`src/rtl/bhr_ckpt_ctrl.sv`:
```
// rtl/bhr_ckpt_ctrl.sv - global branch-history manager with per-branch checkpoint FIFO
module bhr_ckpt_ctrl #(
    parameter int BHR_WIDTH  = 4,
    parameter int CKPT_DEPTH = 8
) (
    input  logic                            clk,
    input  logic                            rst,
    input  logic                            if1_br_valid,
    input  logic                            if1_pred_taken,
    output logic [BHR_WIDTH-1:0]            fbhr,
    input  logic                            ex_br_valid,
    input  logic                            ex_branched,
    input  logic                            ex_mispredict,
    output logic [BHR_WIDTH-1:0]            wbhr,
    input  logic                            flush,
    output logic                            if1_stall,
    output logic [$clog2(CKPT_DEPTH):0]     ckpt_count,
    output logic                            ovf_err
);

    localparam int PTR_W = $clog2(CKPT_DEPTH);
    localparam int CNT_W = PTR_W + 1;

    logic [BHR_WIDTH-1:0] spec_bhr;
    logic [BHR_WIDTH-1:0] arch_bhr;
    logic [BHR_WIDTH-1:0] ckpt_mem [CKPT_DEPTH];
    logic [PTR_W-1:0]     rd_ptr;
    logic [PTR_W-1:0]     wr_ptr;
    logic [CNT_W-1:0]     count;
    logic                 ovf_q;

    logic                 full;
    logic                 empty;
    logic                 pop_fire;
    logic                 repair;
    logic                 clear;
    logic                 push_fire;
    logic                 err_event;
    logic [BHR_WIDTH-1:0] head_bhr;
    logic [BHR_WIDTH-1:0] arch_next;
    logic [BHR_WIDTH-1:0] spec_next;
    logic [PTR_W-1:0]     rd_ptr_next;
    logic [PTR_W-1:0]     wr_ptr_next;
    logic [CNT_W-1:0]     count_next;

    // Decode this cycle's push/pop/repair events and the next-state values they imply.
    always_comb begin
        full        = (count == CNT_W'(CKPT_DEPTH));
        empty       = (count == '0);
        pop_fire    = ex_br_valid && !empty;
        repair      = pop_fire && ex_mispredict;
        clear       = flush || repair;
        // A push into a full FIFO is only possible because the head leaves the same cycle;
        // any push during a flush or repair is on the wrong path and is dropped.
        push_fire   = if1_br_valid && (!full || pop_fire) && !clear;
        err_event   = (ex_br_valid && empty) || (if1_br_valid && full && !pop_fire && !flush);
        head_bhr    = ckpt_mem[rd_ptr];

        arch_next   = arch_bhr;
        if (pop_fire) begin
            arch_next = {arch_bhr[BHR_WIDTH-2:0], ex_branched};
        end

        rd_ptr_next = rd_ptr;
        if (pop_fire) begin
            rd_ptr_next = rd_ptr + PTR_W'(1);
        end

        wr_ptr_next = wr_ptr;
        count_next  = count;
        spec_next   = spec_bhr;
        if (flush) begin
            // Committed history (including a same-cycle resolve) is the only trustworthy state.
            spec_next   = arch_next;
            wr_ptr_next = rd_ptr_next;
            count_next  = '0;
        end else if (repair) begin
            // Restart from the history the mispredicted branch saw, plus its real outcome.
            spec_next   = {head_bhr[BHR_WIDTH-2:0], ex_branched};
            wr_ptr_next = rd_ptr_next;
            count_next  = '0;
        end else begin
            if (push_fire) begin
                spec_next   = {spec_bhr[BHR_WIDTH-2:0], if1_pred_taken};
                wr_ptr_next = wr_ptr + PTR_W'(1);
            end
            count_next = count + CNT_W'(push_fire) - CNT_W'(pop_fire);
        end
    end

    // History registers, FIFO pointers, occupancy and the sticky error flag.
    always_ff @(posedge clk) begin
        if (rst) begin
            spec_bhr <= '0;
            arch_bhr <= '0;
            rd_ptr   <= '0;
            wr_ptr   <= '0;
            count    <= '0;
            ovf_q    <= 1'b0;
        end else begin
            spec_bhr <= spec_next;
            arch_bhr <= arch_next;
            rd_ptr   <= rd_ptr_next;
            wr_ptr   <= wr_ptr_next;
            count    <= count_next;
            if (err_event) begin
                ovf_q <= 1'b1;
            end
        end
    end

    // Checkpoint storage: records the history each branch is predicted with.
    always_ff @(posedge clk) begin
        if (!rst && push_fire) begin
            ckpt_mem[wr_ptr] <= spec_bhr;
        end
    end

    assign fbhr       = spec_bhr;
    assign wbhr       = empty ? '0 : head_bhr;
    assign if1_stall  = full;
    assign ckpt_count = count;
    assign ovf_err    = ovf_q;

endmodule

```
`config.mk`:
```
export PLATFORM = sky130hd
export DESIGN_NAME = bhr_ckpt_ctrl
export DESIGN_NICKNAME = d
export VERILOG_FILES = /design/src/rtl/bhr_ckpt_ctrl.sv
export SDC_FILE = /design/constraint.sdc
export NUM_CORES = 1
export LEC_CHECK = 0
export CORE_ASPECT_RATIO = 1.2
export CORE_UTILIZATION = 55
export CTS_BUF_LIST = sky130_fd_sc_hd__clkbuf_4
export DETAILED_ROUTE_END_ITERATION = 7
export GPL_TIMING_DRIVEN = 1
export PLACE_DENSITY = 0.77
export SYNTH_ARGS = -nofsm -noshare
export SYNTH_HDL_FRONTEND = slang
export SYNTH_SLANG_ARGS = --single-unit
```
`constraint.sdc`:
```
create_clock -name clk -period 4.3 [get_ports clk]
set_input_delay 1.075 -clock clk [delete_from_list [all_inputs] [get_ports clk]]
set_output_delay 1.075 -clock clk [all_outputs]
set_load 0.02 [all_outputs]
```
==> summary.txt, run 1 <==
Clock tree
  – Resized cells post-CTS: 0
  – Hold buffers post-CTS: 0
  – Maximum root-to-sink buffer count: 2
  – Clock Latency Late Sink: approximately 370 ps
  – CTS buffer count: 5
  – TritonCTS clock tree: built
  – CTS clk-pin slew, worst paths: 140 ps
  – Clk root buf: clkbuf_4
  – # clock sinks: 51
  – Post-CTS setup buffer count: 0
  – CTS H-Tree Depth: 2

Final layout
  – Layout cells sized above 1: 13.4%
  – Syn-to-layout area delta: 14.8%
  – Most frequent cells in the layout: edfxtp_1, clkdlybuf4s50_1, dfxtp_1
  – Net count, final: 210
  – Multi-input logic area: 900 sq um
  – Ant diodes: 0
  – Reg area: 1340 sq um
  – Post-layout util: approximately two thirds
  – Commonest non-fill, non-tap cell in the layout: edfxtp_1
  – Fill count: 316

Worst setup path
  – Critical-path maximum fanout: 11
  – Path depth of the worst reg2reg path: 12
  – FF-to-FF Start: ckpt_count[2]
  – Worst setup path startpoint: rd_ptr[0]
  – CP endpoint kind: output port
  – Setup crit end: wbhr[1]
  – R2r setup slk: around 1400 ps
  – Worst Setup Path Type: flop to output port
  – Worst r2r dst: ckpt_count[2]
  – Critical Path AT: 2680 ps
  – CP Launch Type: flop
  – Required time of the worst setup path: ~3200 ps

Global route
  – First-pass GRT wire length: 6.87 mm
  – Gr usage total: 22.3%
  – Vias in the first global route: 1,408
  – GR Overflow Total: 0
  – Initial antenna violation count: 0
  – Pin count of the biggest net entering global routing: 18

Placement
  – Dpl hpwl: 3.33 mm
  – Buffers added on ports: 21
  – Gpl congestion: 0.798

Synthesis
  – Yosys warns: 0
  – Register bit count reported by yosys: slightly above 50
  – Register area share after synthesis: 58.0%
  – Post-synth EDFFs: 32
  – Leading post-synthesis cells by cell area: edfxtp_1, dfxtp_1, mux4_2, mux2i_1, ha_1
  – Yosys top cell by area: edfxtp_1
  – Synth cell types: 44
  – Post-synth ARST share: 0%
  – Top FF cell, synth: edfxtp_1
  – Syn_area_per_cell: 13.6 sq um
  – Synthesized instance count: 170
  – Mapped cell area: 2310 sq um
  – Area share of the largest cell type after synthesis: between 40% and 50%
  – Mapped Nets: 187

Routing
  – Drt drc: 0
  – ANT nets after route: 0
  – WL/cell: 17.8 um
  – DRT iter0 DRCs: 36
  – Drt first pass iters: 4
  – Via count: approximately 1,400
  – Via-per-instance ratio: 5.76
  – Final Routed Wirelength: 4.42 mm

STA
  – Fin crit share: 87.4%
  – Slew Limit Headroom: 56.3%
  – TNS Setup: 0 ps
  – # setup viols final: 0
  – Worst-Margin Slew: 655 ps
  – Max-slew violations: 0
  – Clk_skew: between 10 and 15 ps
  – Fin crit period: 3760 ps
  – Max frequency: 266 MHz
  – RSZ-0062 raised after global routing: no
  – Final hold viol count: 0

Floorplan
  – Die H: 73.0 um
  – Die footprint: 4470 sq um
  – Num ports: 22
  – Die width: between 60 and 70 um
  – Core area: between 3000 and 4000 sq um
  – Site row count: 25
  – Starting Density: between 50% and 60%

Hold path
  – Hold crit path type: flop to flop

Job
  – Max Cap Violations: 0

Run status
  – Status: finished clean

Pwr
  – LEAKAGE: 0.936 nW
  – PwrDens: 461 nW/um^2
  – Max IR drop VDD: 277 uV
-- state kept, by name, summed over array words and instances (netlist names) --
register,cells
rd_ptr,3
fbhr,4
ovf_err,1
ckpt_mem,32
ckpt_count,4
arch_bhr,4
wr_ptr,3
-- kinds of logic after synthesis --
kind of cell	count (synthesis)	share of synthesized area, %
DFF	51	58.0
buffers and inverters	18	3.14
AOI/OAI and AO/OA	26	8.33
xor gates and xnor gates	4	1.51
and+or+nand+nor	43	11.3
muxes	19	12.5
adders and majority gates	9	5.19
-- cells in the mapped netlist (2+ instances only) --
library cell  count
or3b_1            2
or4_1             3
nor3b_2           2
mux2i_1          11
o221ai_1          3
or3_1             2
clkbuf_1          4
edfxtp_1         32
o21ai_0           3
and3b_1           2
nor3b_1           3
a21oi_1           5
buf_2             4
a211oi_1          3
ha_1              8
nor2b_1           2
dfxtp_1          19
nor2_1           13
and3_1            2
nand2_1           5
mux4_2            8
a31o_1            2
inv_2             3
inv_1             7
xor2_1            3
-- per-stage QoR --
step                      setup slack, ps  instances  power (W)  area, sq um  hold WS, ps
after floorplan                      1470        170   0.000846         2310          460
after global placement                644        240   0.000966         2580          465
after detailed placement              450        240   0.000975         2580          468
after CTS                             486        248    0.00123         2660          507
after global routing                  367        248    0.00128         2660          526
final                                 541        248    0.00122         2660          497
-- worst max-delay path: stages (launching register included) --
cell and delay (ps):
dfxtp_1 770, mux4_2 590, mux2i_1 320, nor2_1 90, clkdlybuf4s50_1 550
-- where the power goes --
group | internal, W | switching, W | leakage [nW]
Combinational | 0.000178 | 0.000185 | 0.450
Sequential | 0.000552 | 0.0000468 | 0.448
Clock | 0.000119 | 0.000143 | 0.0388
-- routing by layer --
layer	global-route usage, %	up-vias	wire length [um]	part of all wire (%)
met1	25.7	684	1800	41
met4	11.6	0	155	3.5
li1	-	692	-	-
met2	38.2	37	2310	52
met5	0	-	0	0
met3	4.61	15	157	3.6
-- how the worst min path moves through the flow --
stage | startpoint | end | slack [ps] | depth (start not counted)
final | ovf_err | ovf_err | 500 | 2
after global routing | ovf_err | ovf_err | 530 | 2
after CTS | ovf_err | ovf_err | 510 | 2
after detailed placement | ovf_err | ovf_err | 470 | 2
after global placement | ovf_err | ovf_err | 470 | 2
after floorplan | arch_bhr[3] | arch_bhr[3] | 460 | 2
-- cell type report --
cell class                 count  area share [%]
sequential                    51            50.5
timing repair buffer          24            8.77
tap                           54            2.54
inverter                      10            1.41
multi-input combinational    101            33.9
clock inverter                 3            1.46
clock buffer                   5            1.41
Note: power is estimated with default switching activity, not from simulation.
==> run 2, diff against run 1 <==
--- a/config.mk
+++ b/config.mk
@@ -12,5 +12,7 @@
 export GPL_TIMING_DRIVEN = 1
 export PLACE_DENSITY = 0.77
+export SETUP_SLACK_MARGIN = 0.3
 export SYNTH_ARGS = -nofsm -noshare
 export SYNTH_HDL_FRONTEND = slang
 export SYNTH_SLANG_ARGS = --single-unit
+export TNS_END_PERCENT = 10
==> constraint.sdc (replaced) <==
create_clock -name clk -period 4.3 [get_ports clk]
set_input_delay 0.43 -clock clk [delete_from_list [all_inputs] [get_ports clk]]
set_output_delay 0.43 -clock clk [all_outputs]
set_load 0.02 [all_outputs]
==> summary.txt, run 2 (synthesized netlist as in run 1, its figures left out) <==
Global route
  – Gr usage total: 23.7% (was 22.3%)
  – Pin count of the biggest net entering global routing: 18 (unchanged)
  – Vias in the first global route: 1,485 (was 1,408)
  – GR Overflow Total: 0 (unchanged)
  – Initial antenna violation count: 0 (unchanged)
  – First-pass GRT wire length: 7.36 mm (was 6.87 mm)

Final layout
  – Max FFs per register: 32 (unchanged)
  – Fin cells: 246 (was 248)
  – Most frequent cells in the layout: edfxtp_1, clkdlybuf4s50_1, dfxtp_1 (unchanged)
  – Commonest non-fill, non-tap cell in the layout: edfxtp_1 (unchanged)
  – Net count, final: 208 (was 210)
  – Syn-to-layout area delta: 13.3% (was 14.8%)
  – Ant diodes: 0 (unchanged)
  – Layout cells sized above 1: 13.0% (was 13.4%)
  – Largest reg by FF count: ckpt_mem (unchanged)
  – Post-layout util: 66.0% (was 66.8%)

Pwr
  – Max IR drop VDD: 258 uV (was 277 uV)
  – Final Power: 0.00117 W (was 0.00122 W)
  – LEAKAGE: 0.914 nW (was 0.936 nW)
  – PwrDens: 447 nW/um^2 (was 461 nW/um^2)

STA
  – Slew Limit Headroom: 57.0% (was 56.3%)
  – # setup viols final: 0 (unchanged)
  – Final hold viol count: 0 (unchanged)
  – TNS Setup: 0 ps (unchanged)
  – Worst-Margin Slew: 643 ps (was 655 ps)
  – Max frequency: 323 MHz (was 266 MHz)
  – Max-slew violations: 0 (unchanged)
  – Fin crit share: 71.9% (was 87.4%)
  – Fin crit period: 3090 ps (was 3760 ps)
  – Clk_skew: 10.8 ps (was 10.5 ps)
  – RSZ-0062 raised after global routing: no (unchanged)

Routing
  – Via-per-instance ratio: 5.90 (was 5.76)
  – DRT iter0 DRCs: 92 (was 36)
  – WL/cell: 18.0 um (was 17.8 um)
  – ANT nets after route: 0 (unchanged)
  – Drt first pass iters: 4 (unchanged)
  – Via count: 1,451 (was 1,428)
  – Final Routed Wirelength: 4.42 mm (about the same)
  – Drt drc: 0 (unchanged)

Worst setup path
  – Slowest CP cell: dfxtp_1 (unchanged)
  – Required time of the worst setup path: 3870 ps (was 3220 ps)
  – Slowest Stage Delay on Critical Path: 760 ps (was 770 ps)
  – Critical Path AT: 2660 ps (was 2680 ps)
  – Crit-path cells: mux4_2 > mux2i_1 > nor2_1 > clkdlybuf4s50_1 (unchanged)
  – FF-to-FF Start: ckpt_count[2] (unchanged)
  – CP endpoint kind: output port (unchanged)
  – Worst Setup Path Type: flop to output port (unchanged)
  – Worst r2r dst: ckpt_count[2] (unchanged)
  – Critical-path maximum fanout: 11 (unchanged)
  – Path depth of the worst reg2reg path: 12 (unchanged)
  – R2r setup slk: 1410 ps (was 1390 ps)
  – CP Launch Type: flop (unchanged)

Floorplan
  – Starting Density: 58.2% (unchanged)
  – Num ports: 22 (unchanged)
  – Die width: 61.2 um (unchanged)
  – Die H: 73.0 um (unchanged)
  – Core area: 3970 sq um (unchanged)
  – Site row count: 25 (unchanged)
  – Die footprint: 4470 sq um (unchanged)

Run status
  – Status: finished clean (unchanged)

Job
  – Max Cap Violations: 0 (unchanged)

Placement
  – Buffers added on ports: 21 (unchanged)
  – Dpl hpwl: 3.29 mm (was 3.33 mm)
  – Gpl congestion: 0.781 (was 0.798)
  – # placed instances: 238 (was 240)

Clock tree
  – Clk root buf: clkbuf_4 (unchanged)
  – CTS clk-pin slew, worst paths: 140 ps (about the same)
  – CTS H-Tree Depth: 2 (unchanged)
  – Maximum root-to-sink buffer count: 2 (unchanged)
  – Post-CTS setup buffer count: 0 (unchanged)
  – Clock Latency Late Sink: 370 ps (about the same)
  – # clock sinks: 51 (unchanged)
  – CTS buffer count: 5 (unchanged)
  – Hold buffers post-CTS: 0 (unchanged)
  – Resized cells post-CTS: 0 (unchanged)
  – TritonCTS clock tree: built (unchanged)

Hold path
  – Hold crit path type: flop to flop (unchanged)
  – Hold wc startpoint: ovf_err (unchanged)
  – Hold Path End: ovf_err (unchanged)
  – Worst hold path stage count: 2 (unchanged)
## run 2: cell count changes in the layout (fill, tap and decap cells not counted)
cell	delta
clkinv_1	-1
clkinvlp_4	+2
clkinv_2	+1
bufinv_16	-1
clkinvlp_2	-1
buf_4	-2
## run 2: worst max path at each step
stage | from | endpoint | slack [ps] | cells past startpoint
after floorplan | ckpt_count[3] | ckpt_count[2] | 1560 | 12
after global placement | ex_br_valid | ckpt_count[2] | 1290 | 11
after detailed placement | ex_br_valid | ckpt_count[3] | 1240 | 11
after CTS | rd_ptr[0] | wbhr[0] | 1160 | 4
after global routing | rd_ptr[0] | wbhr[0] | 1020 | 4
final | rd_ptr[0] | wbhr[1] | 1210 | 4
## run 2: layer usage
layer	global-route usage (%)	wire length (um)
met4	11.4	117
met5	0	0
met2	40.8	2360
met1	27.5	1760
met3	4.61	191
## run 2: report_power, final
group          internal (W)  leakage (nW)  switching (W)  total [W]
combinational      0.000176         0.439       0.000186   0.000362
sequential         0.000552         0.448      0.0000459   0.000597
clock             0.0000626        0.0272       0.000149   0.000211
## run 2: area by class of cell
class                   instances  area [sq um]
clock inverters                 3          20.0
flip-flops and latches         51          1340
inverters                      10          37.5
multi-input cells             101           900
repair buffers                 22           218
fillers                       314          1350
well taps                      54          67.6
clock buffers                   5          37.5
## run 2: critical path: cells and delay by family, from the launching register on
kind	cells	cell delay (ps)
simple gates	1	70
mux	2	930
flops	1	760
buf+inv	1	540
## run 2: stage by stage
| step | setup slack, ps | hold slack (ps) | instance area, sq um |
|---|---|---|---|
| global placement | 1290 | 463 | 2560 |
| CTS | 1160 | 513 | 2620 |
| finish | 1210 | 507 | 2620 |
| detailed placement | 1240 | 472 | 2560 |
| global route | 1020 | 558 | 2620 |
| floorplan | 1560 | 460 | 2310 |
==> run 3, diff against run 2 <==
Settings changed: CORE_UTILIZATION 55 to 53, PLACE_DENSITY 0.77 to 0.78.
Clock period 4.3 ns to 2.5 ns, I/O delays scaled along.
==> summary.txt, run 3 (synthesized netlist as in run 1, its figures left out) <==
Routing
  – ANT nets after route: 0 (unchanged)
  – Drt first pass iters: 4 (unchanged)
  – Final Routed Wirelength: 5.25 mm (was 4.42 mm)
  – WL/cell: 19.6 um (was 18.0 um)
  – DRT iter0 DRCs: 46 (was 92)
  – Drt drc: 0 (unchanged)
  – Via count: 1,538 (was 1,451)
  – Via-per-instance ratio: 5.74 (was 5.90)

Pwr
  – Combinational power share: 38.3% (was 30.9%)
  – Sequential group share of total power: 42.5% (was 51.0%)
  – Sw Ratio: 32.2% (was 32.5%)
  – Max IR drop VDD: 565 uV (was 258 uV)
  – PwrDens: 799 nW/um^2 (was 447 nW/um^2)
  – Psw: 0.000773 W (was 0.000380 W)
  – Clk network pwr share: 19.2% (was 18.0%)
  – LEAKAGE: 1.09 nW (was 0.914 nW)
  – Int Power: 0.00163 W (was 0.000791 W)

Final layout
  – Syn-to-layout area delta: 30.0% (was 13.3%)
  – Max FFs per register: 32 (unchanged)
  – Largest reg by FF count: ckpt_mem (unchanged)
  – Post-layout util: 73.9% (was 66.0%)
  – Most frequent cells in the layout: edfxtp_1, buf_4, clkdlybuf4s50_1 (was edfxtp_1, clkdlybuf4s50_1, dfxtp_1)
  – Fill count: 280 (was 314)
  – Net count, final: 230 (was 208)
  – Layout cells sized above 1: 36.0% (was 13.0%)
  – Multi-input logic area: 1080 sq um (was 900 sq um)
  – Ant diodes: 0 (unchanged)
  – Reg area: 1350 sq um (was 1340 sq um)
  – Commonest non-fill, non-tap cell in the layout: edfxtp_1 (unchanged)

Placement
  – Gpl congestion: 0.814 (was 0.781)
  – Dpl hpwl: 3.78 mm (was 3.29 mm)
  – Buffers added on ports: 21 (unchanged)

STA
  – Fin crit share: a little over nine tenths
  – Final hold viol count: 0 (unchanged)
  – Fin crit period: 2400 ps
  – Max frequency: ~420 MHz
  – Max-slew violations: 0 (unchanged)
  – TNS Setup: 0 ps (unchanged)
  – Slew Limit Headroom: 65.2% (was 57.0%)
  – # setup viols final: 0 (unchanged)
  – Worst-Margin Slew: 521 ps (was 643 ps)
  – Clk_skew: 9.98 ps (was 10.8 ps)
  – RSZ-0062 raised after global routing: yes (was no)

Floorplan
  – Starting Density: 56.9% (was 58.2%)
  – Num ports: 22 (unchanged)
  – Core area: 4070 sq um (was 3970 sq um)
  – Die H: 74.4 um (was 73.0 um)
  – Site row count: 25 (unchanged)
  – Die footprint: 4630 sq um (was 4470 sq um)
  – Die width: 62.3 um (was 61.2 um)

Worst setup path
  – CP endpoint kind: flop (was output port)
  – R2r setup slk: 100 ps (was 1410 ps)
  – Setup crit end: ckpt_mem[5][0] (was wbhr[1])
  – Worst Setup Path Type: flop to flop (was flop to output port)
  – Worst setup path startpoint: ckpt_count[3] (was rd_ptr[0])
  – Critical-path maximum fanout: 4 (was 11)
  – Worst r2r dst: ckpt_mem[5][0] (was ckpt_count[2])
  – Worst path top cell family by delay: simple AND/OR/NAND/NOR gates (was multiplexers)
  – Slowest Stage Delay on Critical Path: 560 ps (was 760 ps)
  – Required time of the worst setup path: 2570 ps (was 3870 ps)
  – Critical Path AT: 2470 ps (was 2660 ps)
  – CP Launch Type: flop (unchanged)
  – Crit-path cells: inv_2 > ha_4 > or3b_4 > a31o_4 > or4b_4 > nor3b_4 (was mux4_2 > mux2i_1 > nor2_1 > clkdlybuf4s50_1)
  – FF-to-FF Start: ckpt_count[3] (was ckpt_count[2])
  – Slowest CP cell: or4b_4 (was dfxtp_1)
  – Path depth of the worst reg2reg path: 6 (was 12)
  – Buf+Inv Stages, Crit Path: 1 (unchanged)
  – Crit. path cell count: 6 (was 4)

Global route
  – First-pass GRT wire length: 8.34 mm (was 7.36 mm)
  – GRT busiest layer: met2 (unchanged)
  – Pin count of the biggest net entering global routing: 17 (was 18)
  – Gr usage total: 24.7% (was 23.7%)
  – Vias in the first global route: 1,625 (was 1,485)
  – Met2 Use GR: 48.6% (was 40.8%)
  – Met1 Use GR: 26.1% (was 27.5%)
  – GR Overflow Total: 0 (unchanged)
  – Initial antenna violation count: 0 (unchanged)
  – GR met3 Demand/Resource: 5.21% (was 4.61%)

Hold path
  – Hold crit path type: primary input to flop (was flop to flop)
  – Worst hold path stage count: 3 (was 2)

Clock tree
  – Maximum root-to-sink buffer count: 2 (unchanged)
  – TritonCTS clock tree: built (unchanged)
  – Clock Latency Late Sink: 370 ps (about the same)
  – # clock sinks: 51 (unchanged)
  – CTS H-Tree Depth: 2 (unchanged)
  – Clk root buf: clkbuf_4 (unchanged)
  – CTS buffer count: 5 (unchanged)
  – CTS clk-pin slew, worst paths: 140 ps (about the same)

Run status
  – Status: finished clean (unchanged)

Job
  – Max Cap Violations: 0 (unchanged)
run 3: power by group through the flow:
stage          clock (W)  sequential, W  combinational (W)
2_1_floorplan          0        0.00104           0.000477
3_3_place_gp           0        0.00103           0.000769
3_5_place_dp           0        0.00104           0.000800
4_1_cts         0.000465        0.00101           0.000868
5_1_grt         0.000489        0.00103           0.000990
6_report        0.000462        0.00102           0.000920
run 3: cell type report:
class | count | share of cell area [%]
multi-input cells | 101 | 35.9
clock buffers | 5 | 1.25
clock inverters | 3 | 1.29
flip-flops and latches | 51 | 45.0
well taps | 54 | 2.25
inverters | 10 | 1.50
repair buffers | 44 | 12.8
run 3: how the worst min path moves through the flow:
stage | startpoint | end | slack, ps
6_report | ex_branched | fbhr[0] | 520
2_1_floorplan | rst | wr_ptr[2] | 400
3_3_place_gp | ovf_err | ovf_err | 460
4_1_cts | ex_branched | fbhr[0] | 500
5_1_grt | ex_branched | fbhr[0] | 540
3_5_place_dp | ovf_err | ovf_err | 490
run 3: what timing repair did:
item,CTS,global route
gates resized for setup,24,17
pin swaps,1,9
hold buffers,0,0
setup endpoints to repair,40,39
buffers inserted,3,3
run 3: stage by stage:
step	area, sq um	cells	total power (W)	hold WS, ps	worst slack [ps]
6_report	3010	268	0.00240	515	99.5
3_5_place_dp	2760	254	0.00184	492	22.7
5_1_grt	3010	268	0.00250	542	36.6
2_1_floorplan	2390	170	0.00151	402	-17.5
4_1_cts	2910	265	0.00234	500	80.9
3_3_place_gp	2760	254	0.00180	456	76.5
run 3: tightest hold or removal path, cell delays in order:
cell             delay (ps)
clkdlybuf4s50_1         420
nand4_1                 100
a311oi_1                 80
run 3: per-layer routing:
layer | up-vias | part of all wire, %
met5 | - | 0
met4 | 0 | 1.1
met3 | 6 | 3.9
met2 | 45 | 56
met1 | 754 | 39
li1 | 733 | -
